<file path="src/rtl/fp32_pkg.sv">
// Shared binary32 types, constants and helpers for the sequential adder.
// Imported by the FSM top and the normalize step.
package fp32_pkg;

  localparam int EXP_W = 8;
  localparam int MAN_W = 23;
  localparam int BIAS  = 127;
  localparam int MNT_W = MAN_W + 1;
  localparam int SUM_W = MAN_W + 2;

  localparam logic [EXP_W-1:0] EXP_MAX = '1;
  localparam logic [31:0]      QNAN    = 32'h7FC0_0000;

  typedef struct packed {
    logic             sign;
    logic [EXP_W-1:0] exp;
    logic [MAN_W-1:0] man;
  } fp32_t;

  typedef enum logic [2:0] {
    IDLE,
    ALIGN,
    ADD,
    NORM,
    DONE
  } state_t;

  function automatic fp32_t fp_unpack(input logic [31:0] w);
    return fp32_t'(w);
  endfunction

  function automatic logic [31:0] fp_pack(
    input logic             s,
    input logic [EXP_W-1:0] e,
    input logic [MAN_W-1:0] m
  );
    return {s, e, m};
  endfunction

  // Denormals flush to zero, so the hidden bit is simply exp != 0.
  function automatic logic [MNT_W-1:0] fp_mant(input fp32_t f);
    return (f.exp != '0) ? {1'b1, f.man} : '0;
  endfunction

endpackage

</file>
<file path="src/rtl/fp_norm_step.sv">
// One normalize step: carry right-shift, zero, single left-shift
// with underflow flush, or already normalized.
module fp_norm_step
  import fp32_pkg::*;
(
  input  logic             sign_i,
  input  logic [EXP_W-1:0] exp_i,
  input  logic [SUM_W-1:0] man_i,
  output logic             sign_o,
  output logic [EXP_W-1:0] exp_o,
  output logic [SUM_W-1:0] man_o,
  output logic             done_o,
  output logic             ovf_o
);

  always_comb begin
    sign_o = sign_i;
    exp_o  = exp_i;
    man_o  = man_i;
    done_o = 1'b1;
    ovf_o  = 1'b0;
    if (man_i[SUM_W-1]) begin
      man_o = {1'b0, man_i[SUM_W-1:1]};
      exp_o = exp_i + 1'b1;
      if (exp_o == EXP_MAX) begin
        man_o = '0;
        ovf_o = 1'b1;
      end
    end else if (man_i == '0) begin
      sign_o = 1'b0;
      exp_o  = '0;
    end else if (!man_i[MAN_W]) begin
      if (exp_i <= EXP_W'(1)) begin
        exp_o = '0;
        man_o = '0;
      end else begin
        man_o  = {man_i[SUM_W-2:0], 1'b0};
        exp_o  = exp_i - 1'b1;
        // look ahead so a finished shift leaves NORM the same cycle
        done_o = man_i[MAN_W-1];
      end
    end
  end

endmodule

</file>
<file path="src/rtl/fp_add_seq.sv">
// Multi-cycle binary32 adder: unpack, align, add, normalize, pack,
// with valid/ready on both operand and result sides.
module fp_add_seq
  import fp32_pkg::*;
(
  input  logic        clk,
  input  logic        rst,
  input  logic        in_valid,
  output logic        in_ready,
  input  logic [31:0] a_in,
  input  logic [31:0] b_in,
  output logic        out_valid,
  input  logic        out_ready,
  output logic [31:0] sum_out,
  output logic [2:0]  flags_out,
  output logic        busy
);

  state_t state_q, state_d;

  logic             sx_q, sx_d, sy_q, sy_d;
  logic [EXP_W-1:0] ex_q, ex_d, ey_q, ey_d;
  logic [MNT_W-1:0] mx_q, mx_d, my_q, my_d;
  logic [SUM_W-1:0] man_q, man_d;
  logic             sub_q, sub_d;
  logic             nan_q, nan_d;
  logic             ovf_q, ovf_d;
  logic [31:0]      sum_q, sum_d;
  logic [2:0]       flags_q, flags_d;
  logic             out_valid_q, out_valid_d;
  logic             in_ready_q, in_ready_d;
  logic             busy_q, busy_d;

  fp32_t a_f, b_f;
  logic  a_nan, b_nan, a_inf, b_inf;

  assign a_f   = fp_unpack(a_in);
  assign b_f   = fp_unpack(b_in);
  assign a_nan = (a_f.exp == EXP_MAX) && (a_f.man != '0);
  assign b_nan = (b_f.exp == EXP_MAX) && (b_f.man != '0);
  assign a_inf = (a_f.exp == EXP_MAX) && (a_f.man == '0);
  assign b_inf = (b_f.exp == EXP_MAX) && (b_f.man == '0);

  logic             x_is_a;
  logic             sb, ss;
  logic [EXP_W-1:0] eb, es, dexp;
  logic [MNT_W-1:0] mb, ms, ms_sh;

  assign x_is_a = {ex_q, mx_q} >= {ey_q, my_q};
  assign {sb, eb, mb, ss, es, ms} = x_is_a ?
    {sx_q, ex_q, mx_q, sy_q, ey_q, my_q} :
    {sy_q, ey_q, my_q, sx_q, ex_q, mx_q};
  assign dexp  = eb - es;
  assign ms_sh = (dexp >= EXP_W'(SUM_W)) ? '0 : (ms >> dexp);

  logic             n_sign, n_done, n_ovf;
  logic [EXP_W-1:0] n_exp;
  logic [SUM_W-1:0] n_man;

  fp_norm_step u_norm (
    .sign_i (sx_q),
    .exp_i  (ex_q),
    .man_i  (man_q),
    .sign_o (n_sign),
    .exp_o  (n_exp),
    .man_o  (n_man),
    .done_o (n_done),
    .ovf_o  (n_ovf)
  );

  logic res_zero;
  assign res_zero = (ex_q == '0) && (man_q[MAN_W-1:0] == '0);

  always_comb begin
    state_d     = state_q;
    sx_d        = sx_q;
    sy_d        = sy_q;
    ex_d        = ex_q;
    ey_d        = ey_q;
    mx_d        = mx_q;
    my_d        = my_q;
    man_d       = man_q;
    sub_d       = sub_q;
    nan_d       = nan_q;
    ovf_d       = ovf_q;
    sum_d       = sum_q;
    flags_d     = flags_q;
    out_valid_d = out_valid_q;
    unique case (state_q)
      IDLE: begin
        if (in_valid && in_ready_q) begin
          sx_d  = a_f.sign;
          ex_d  = a_f.exp;
          mx_d  = fp_mant(a_f);
          sy_d  = b_f.sign;
          ey_d  = b_f.exp;
          my_d  = fp_mant(b_f);
          nan_d = 1'b0;
          ovf_d = 1'b0;
          state_d = ALIGN;
          if (a_nan || b_nan ||
              (a_inf && b_inf && (a_f.sign != b_f.sign))) begin
            sx_d    = 1'b0;
            ex_d    = EXP_MAX;
            man_d   = {2'b00, QNAN[MAN_W-1:0]};
            nan_d   = 1'b1;
            state_d = DONE;
          end else if (a_inf || b_inf) begin
            sx_d    = a_inf ? a_f.sign : b_f.sign;
            ex_d    = EXP_MAX;
            man_d   = '0;
            state_d = DONE;
          end
        end
      end
      ALIGN: begin
        sx_d    = sb;
        ex_d    = eb;
        mx_d    = mb;
        my_d    = ms_sh;
        sub_d   = sb ^ ss;
        state_d = ADD;
      end
      ADD: begin
        man_d = sub_q ? ({1'b0, mx_q} - {1'b0, my_q}) :
                        ({1'b0, mx_q} + {1'b0, my_q});
        state_d = NORM;
      end
      NORM: begin
        sx_d  = n_sign;
        ex_d  = n_exp;
        man_d = n_man;
        ovf_d = n_ovf;
        if (n_done) state_d = DONE;
      end
      DONE: begin
        // first DONE cycle packs; the result then holds until taken
        if (!out_valid_q) begin
          out_valid_d = 1'b1;
          sum_d       = fp_pack(sx_q, ex_q, man_q[MAN_W-1:0]);
          flags_d     = {nan_q, ovf_q, res_zero};
        end else if (out_ready) begin
          out_valid_d = 1'b0;
          state_d     = IDLE;
        end
      end
      default: state_d = IDLE;
    endcase
    in_ready_d = (state_d == IDLE);
    busy_d     = (state_d != IDLE);
  end

  always_ff @(posedge clk or posedge rst) begin
    if (rst) begin
      state_q     <= IDLE;
      sx_q        <= 1'b0;
      sy_q        <= 1'b0;
      ex_q        <= '0;
      ey_q        <= '0;
      mx_q        <= '0;
      my_q        <= '0;
      man_q       <= '0;
      sub_q       <= 1'b0;
      nan_q       <= 1'b0;
      ovf_q       <= 1'b0;
      sum_q       <= '0;
      flags_q     <= '0;
      out_valid_q <= 1'b0;
      in_ready_q  <= 1'b1;
      busy_q      <= 1'b0;
    end else begin
      state_q     <= state_d;
      sx_q        <= sx_d;
      sy_q        <= sy_d;
      ex_q        <= ex_d;
      ey_q        <= ey_d;
      mx_q        <= mx_d;
      my_q        <= my_d;
      man_q       <= man_d;
      sub_q       <= sub_d;
      nan_q       <= nan_d;
      ovf_q       <= ovf_d;
      sum_q       <= sum_d;
      flags_q     <= flags_d;
      out_valid_q <= out_valid_d;
      in_ready_q  <= in_ready_d;
      busy_q      <= busy_d;
    end
  end

  assign in_ready  = in_ready_q;
  assign out_valid = out_valid_q;
  assign sum_out   = sum_q;
  assign flags_out = flags_q;
  assign busy      = busy_q;

endmodule

</file>
<file path="config.mk">
export PLATFORM = sky130hd
export DESIGN_NAME = fp_add_seq
export DESIGN_NICKNAME = d
export VERILOG_FILES = /design/src/rtl/fp32_pkg.sv /design/src/rtl/fp_norm_step.sv /design/src/rtl/fp_add_seq.sv
export SDC_FILE = /design/constraint.sdc
export NUM_CORES = 1
export LEC_CHECK = 0
export ABC_AREA = 1
export CORE_MARGIN = 4
export CORE_UTILIZATION = 24
export CTS_BUF_LIST = sky130_fd_sc_hd__clkbuf_8
export DETAILED_ROUTE_END_ITERATION = 12
export SYNTH_ARGS = -nofsm -noshare
export SYNTH_HDL_FRONTEND = slang
export SYNTH_SLANG_ARGS = --single-unit
</file>
<file path="constraint.sdc">
create_clock -name clk -period 6.2 [get_ports clk]
set_clock_uncertainty 0.05 [all_clocks]
set_input_delay 1.24 -clock clk [delete_from_list [all_inputs] [get_ports clk]]
set_output_delay 1.24 -clock clk [all_outputs]
set_load 0.005 [all_outputs]
</file>
==> results.sh, run 1 <==
export IMPL_status="completed"
export IMPL_cp_required_ns=6.53
export IMPL_globalplace_congestion=1.03
export IMPL_path_clk_slew_ns=0.09
export IMPL_layout_drive_gt1_share=0.0671
export IMPL_place_ws_ns=1.53
export IMPL_grtUsageTotal=0.158
export IMPL_dominantRegCellSynth="dfrtp_1"
export IMPL_final_cell_mix="356 x nand2_1, 188 x inv_1, 158 x nand3_1"
export IMPL_syn_inst=1620
export IMPL_drt_total_wl_mm=40.8
export IMPL_routed_via_density=5.08
export IMPL_dieArea_um2=50400
export IMPL_path_max_fanout=49
export IMPL_antenna_left=0
export IMPL_critPathKind="reg -> reg"
export IMPL_numCtsBuffers=17
export IMPL_antenna_found_initial=0
export IMPL_seq_area_um2=3380
export IMPL_cp_arrival_ns=5.14
export IMPL_fin_ws_ns=1.40
export IMPL_ys_types=62
export IMPL_clock_path_buffers=2
export IMPL_cts_hold_buf=0
export IMPL_min_period_ns=4.80
export IMPL_finalSetupViolations=0
export IMPL_synth_edf_count=0
export IMPL_root_buffer="clkbuf_8"
export IMPL_hpwl_mm=32.3
export IMPL_post_drt_wl_per_cell_um=17.7
export IMPL_ys_ff_latch=135
export IMPL_worstMarginPinSlew_ns=1.22
export IMPL_setup_tns_ns=0
export IMPL_syn_nets=1751
export IMPL_num_fill_cells=5046
export IMPL_ys_async_sr_fraction=1.00
export IMPL_grt_max_degree=89
export IMPL_ys_seq_area_frac=0.301
export IMPL_synth_avg_cell_area_um2=6.94
export IMPL_netlist_area_um2=11200
export IMPL_drv_cap=0
export IMPL_period_share=0.774
export IMPL_ctsResizeCount=0
export IMPL_pin_count=106
export IMPL_antenna_cells=0
export IMPL_layout_commonest_cell="nand2_1"
export IMPL_rows=79
export IMPL_fmaxAchievable_mhz=208
export IMPL_worst_setup_path_start_kind="flop"
export IMPL_hold_violations=0
export IMPL_multi_input_area_um2=6790
export IMPL_vias=11700
export IMPL_fp_dieW_um=224
export IMPL_area_growth_pct=17.7
export IMPL_start_util=0.242
export IMPL_drv_slew=0
export IMPL_drc=0
export IMPL_end_kind="flop"
export IMPL_hp_class="reg -> reg"
export IMPL_fin_util=0.285
export IMPL_maxSlewHeadroom=0.185
export IMPL_die_h_um=224
export IMPL_portBuffers=105
export IMPL_first_pass_iters=7
export IMPL_drtIter0Drc=1144
export IMPL_cts_tree="done"
export IMPL_cts_sinks=135
export IMPL_fin_nets=1817
export IMPL_grt_first_pass_wirelength_mm=63.7
export IMPL_htreeDepth=4
export IMPL_core_region_area_um2=46500
export IMPL_grt_pass1_vias=10900
export IMPL_rsz0062_at_grt="no"
export IMPL_postCtsSetupBuffers=0
export IMPL_clock_latency_ns=0.49
export IMPL_overflow=0
export IMPL_yosys_warnings=0
[sequential cells by signal, indices dropped and copies added (netlist names)]
signal	count
sub_q	1
sx_q	1
out_valid	1
busy	1
ey_q	8
ex_q	8
ovf_q	1
mx_q	24
sy_q	1
nan_q	1
sum_out	32
flags_out	3
man_q	25
in_ready	1
my_q	24
state_q	3
[final cells by class]
type                    instances  area share
clock buffers                  18      0.0187
inverters                     199      0.0568
clock inverters                14      0.0105
repair buffers                121      0.0885
flip-flops and latches        135       0.255
multi-input cells            1212       0.513
well taps                     607      0.0574
[layer usage]
| layer | GRT usage | vias up | part of all wire |
|---|---|---|---|
| met4 | 0.0462 | 0 | 0.025 |
| li1 | - | 5684 | - |
| met5 | 0 | - | 0 |
| met3 | 0.0223 | 70 | 0.072 |
| met2 | 0.248 | 505 | 0.44 |
| met1 | 0.228 | 5465 | 0.46 |
[critical path, cell delays in order, from the launching register on]
cell and delay, ns:
dfrtp_1 0.54, inv_1 0.17, ha_1 0.31, nand2_1 0.07
nor2_1 0.15, nand2_1 0.11, nor2_1 0.10, nor2_1 0.05
nand2_1 0.12, nand2_2 0.14, nand2_4 0.43, nand2_1 0.13
nand3_1 0.14, ha_1 0.15, inv_1 0.03, nand2_1 0.10
nand2_1 0.10, nand4_1 0.11, nand2_1 0.13, nor2_8 0.42
nand2_1 0.13, nand2_1 0.09, nand2_1 0.12, nand2_1 0.09
nand3_1 0.12, nand3_1 0.14, nand3_1 0.20, a22oi_1 0.24
[synth_stat cells, types with 6 or more instances]
master / n / area [um^2]
nand2_1: 357 / 1340
inv_1: 189 / 709
nand3_1: 158 / 791
o21ai_0: 143 / 716
dfrtp_1: 134 / 3350
nor2_1: 93 / 349
a21oi_1: 82 / 410
ha_1: 62 / 776
clkbuf_1: 48 / 180
nor3_1: 41 / 205
xor2_1: 35 / 307
nand4_1: 28 / 175
nor4_1: 23 / 144
a31oi_1: 22 / 138
o221ai_1: 17 / 149
a22oi_1: 14 / 105
o32ai_1: 14 / 123
nand2_2: 13 / 81.3
o211ai_1: 13 / 97.6
buf_2: 12 / 60.1
mux2_2: 12 / 135
a311oi_1: 8 / 70.1
buf_1: 8 / 30.0
a21oi_2: 7 / 61.3
or2_2: 7 / 43.8
a21o_1: 6 / 45.0
[kinds of logic (layout without fill, tap and decap cells)]
logic type / Yosys count / after routing / share of synthesized area
flip-flops: 135 / 135 / 0.301
AO/OA/AOI/OAI: 359 / 359 / 0.196
XOR/XNOR: 38 / 38 / 0.0296
adder cells (fa/ha/maj): 63 / 63 / 0.0708
multiplexers: 13 / 13 / 0.0129
buffers and inverters: 273 / 352 / 0.0962
AND/OR/NAND/NOR: 739 / 739 / 0.294
[per-stage QoR]
stage	hold WS, ns	instance area, um^2	std cells
final	0.422	13200	2306
after global routing	0.460	13200	2306
after CTS	0.431	13200	2306
after detailed placement	0.411	12800	2274
after global placement	0.412	12800	2274
after floorplan	0.392	11200	1620
[final timing paths]
kind	startpoint	endpoint	slack, ns	cells past startpoint
max	my_q[6]	my_q[13]	1.40	27
min	nan_q	flags_out[2]	0.42	2
max reg2reg	my_q[6]	my_q[13]	1.40	27
min reg2reg	nan_q	flags_out[2]	0.42	2
max in group asynchronous	rst	sum_out[31]	3.64	3
min in group asynchronous	rst	sum_out[23]	1.22	2
Power of run 1 is left out: the tool's default activity adds up to more than one toggle a clock period on the data nets, which glitch-free logic cannot reach.
==> inputs of run 2 (changes only) <==
Clock period 6.2 ns to 4 ns, I/O delays scaled along.
==> run 2 against run 1 <==
  * Critical endpoint is now man_q[24]
  * Global-route usage rose by 0.35 points
  * Non-clock buffer count grew 113
  * Clock-buffer cell count unchanged
  * Setup slack worse by 1.3 ns
==> results.sh, run 2 (synthesis results as in run 1) <==
export IMPL_status="completed"
export IMPL_cp_required_ns=4.32
export IMPL_cts_tree="done"
export IMPL_hold_violations=0
export IMPL_path_clk_slew_ns=0.10
export IMPL_path_max_fanout=4
export IMPL_layout_drive_gt1_share=0.190
export IMPL_drv_cap=0
export IMPL_area_growth_pct=31.3
export IMPL_post_drt_wl_per_cell_um=17.6
export IMPL_die_h_um=224
export IMPL_rows=79
export IMPL_crit_path_max_incr_delay_ns=0.49
export IMPL_fp_dieW_um=224
export IMPL_crit_top_cell="o21ai_2"
export IMPL_vias=12200
export IMPL_timing_hold_ws_ns=0.434
export IMPL_drtIter0Drc=1014
export IMPL_drc=0
export IMPL_num_fill_cells=5051
export IMPL_grtUsageTotal=0.162
export IMPL_cpMaxStageDelayCell="dfrtp_2"
export IMPL_fin_ws_ns=0.0903
export IMPL_layout_commonest_cell="nand2_1"
export IMPL_dieArea_um2=50400
export IMPL_crit_chain="nor3_4, inv_1, nor3_2, inv_1, nor4_4, nand3_2, nor3_4, nand3_2, nand2_2, xor2_2, ha_4, a21oi_2, o21ai_2, a21oi_2, o21ai_2, a31oi_2, buf_4, o21ai_2, xor2_2, o2bb2ai_1"
export IMPL_antenna_cells=0
export IMPL_routed_via_density=5.04
export IMPL_root_buffer="clkbuf_8"
export IMPL_maxSlewHeadroom=0.309
export IMPL_period_share=0.977
export IMPL_worstMarginPinSlew_ns=1.03
export IMPL_first_pass_iters=6
export IMPL_drv_slew=0
export IMPL_finalSetupViolations=0
export IMPL_worst_setup_path_start_kind="flop"
export IMPL_grt_pass1_vias=11500
export IMPL_largest_reg_flops=32
export IMPL_min_period_ns=3.91
export IMPL_clock_latency_ns=0.49
export IMPL_placed_cells=2374
export IMPL_fin_util=0.318
export IMPL_portBuffers=105
export IMPL_multi_input_area_um2=7330
export IMPL_seq_area_um2=3390
export IMPL_fin_nets=1931
export IMPL_start_util=0.242
export IMPL_rsz0062_at_grt="yes"
export IMPL_final_cell_mix="329 x nand2_1, 187 x inv_1, 126 x dfrtp_1"
export IMPL_grt_max_degree=136
export IMPL_antenna_found_initial=0
export IMPL_grt_first_pass_wirelength_mm=65.2
export IMPL_end_kind="flop"
export IMPL_overflow=0
export IMPL_cts_sinks=135
export IMPL_critPathKind="reg -> reg"
export IMPL_cp_arrival_ns=4.23
export IMPL_globalplace_congestion=0.951
export IMPL_hpwl_mm=33.5
export IMPL_fmaxAchievable_mhz=256
export IMPL_core_region_area_um2=46500
export IMPL_pin_count=106
export IMPL_numCtsBuffers=17
export IMPL_htreeDepth=4
export IMPL_hp_class="reg -> reg"
export IMPL_place_ws_ns=-0.307
export IMPL_final_cell_count_no_fill=2420
export IMPL_clock_path_buffers=2
export IMPL_drt_total_wl_mm=42.6
export IMPL_antenna_left=0
## run 2: cell types whose count changed in the layout (fill, tap and decap cells not counted), moves of 6 or more
| cell | before | now |
|---|---|---|
| buf_6 | 0 | 7 |
| nand2_2 | 14 | 39 |
| o21ai_0 | 143 | 124 |
| nand2_1 | 356 | 329 |
| nor2_1 | 92 | 85 |
| nand3_2 | 3 | 39 |
| nand3_1 | 158 | 121 |
| buf_4 | 16 | 115 |
| dfrtp_1 | 134 | 126 |
| nor2_2 | 3 | 10 |
| o21ai_1 | 2 | 15 |
| dfrtp_2 | 0 | 8 |
| ha_1 | 62 | 56 |
## run 2: layer usage
metal | GRT usage | vias to the layer above | wire length, um
li1 | - | 5915 | -
met4 | 0.0530 | 0 | 1320
met2 | 0.256 | 460 | 19000
met3 | 0.0202 | 66 | 2530
met1 | 0.230 | 5748 | 19700
met5 | 0 | - | 0
## run 2: metrics by stage
step | area (um^2) | TNS [ns]
floorplan | 11200 | 0
global placement | 13700 | -0.250
detailed placement | 13700 | -0.565
CTS | 14100 | 0
global route | 14800 | -0.513
finish | 14800 | 0
## run 2: final timing paths
check | end | cells past startpoint | startpoint | slack [ns]
worst max-delay path | man_q[24] | 20 | my_q[0] | 0.09
worst min-delay path | flags_out[2] | 2 | nan_q | 0.43
worst max register to register | man_q[24] | 20 | my_q[0] | 0.09
worst min register to register | flags_out[2] | 2 | nan_q | 0.43
max in group asynchronous | my_q[17] | 3 | rst | 2.43
min in group asynchronous | sum_out[26] | 3 | rst | 0.81
## run 2: repair_timing
| item | CTS | global route |
|---|---|---|
| hold buffers | 0 | 0 |
| resized for setup | 8 | 147 |
| endpoints found under the setup margin | 3 | 31 |
| endpoints found under the hold margin | 0 | 0 |
| gates cloned | 0 | 2 |
| pin swaps | 0 | 51 |
| setup buffers | 0 | 12 |
## run 2: final cells by class
cell class | count | share of cell area
timing repair buffer | 234 | 0.145
multi-input combinational | 1213 | 0.496
clock inverter | 14 | 0.00992
tap | 607 | 0.0515
inverter | 199 | 0.0511
sequential | 135 | 0.230
clock buffer | 18 | 0.0168
## run 2: critical path, delay by kind of cell (launching register included)
family | cells | cell delay, ns
xor gates and xnor gates | 2 | 0.36
DFF | 1 | 0.49
buffers and inverters | 3 | 0.32
AOI/OAI and AO/OA | 7 | 0.88
and+or+nand+nor | 7 | 1.45
adders and majority gates | 1 | 0.24
Power of run 2 is left out for the same reason.
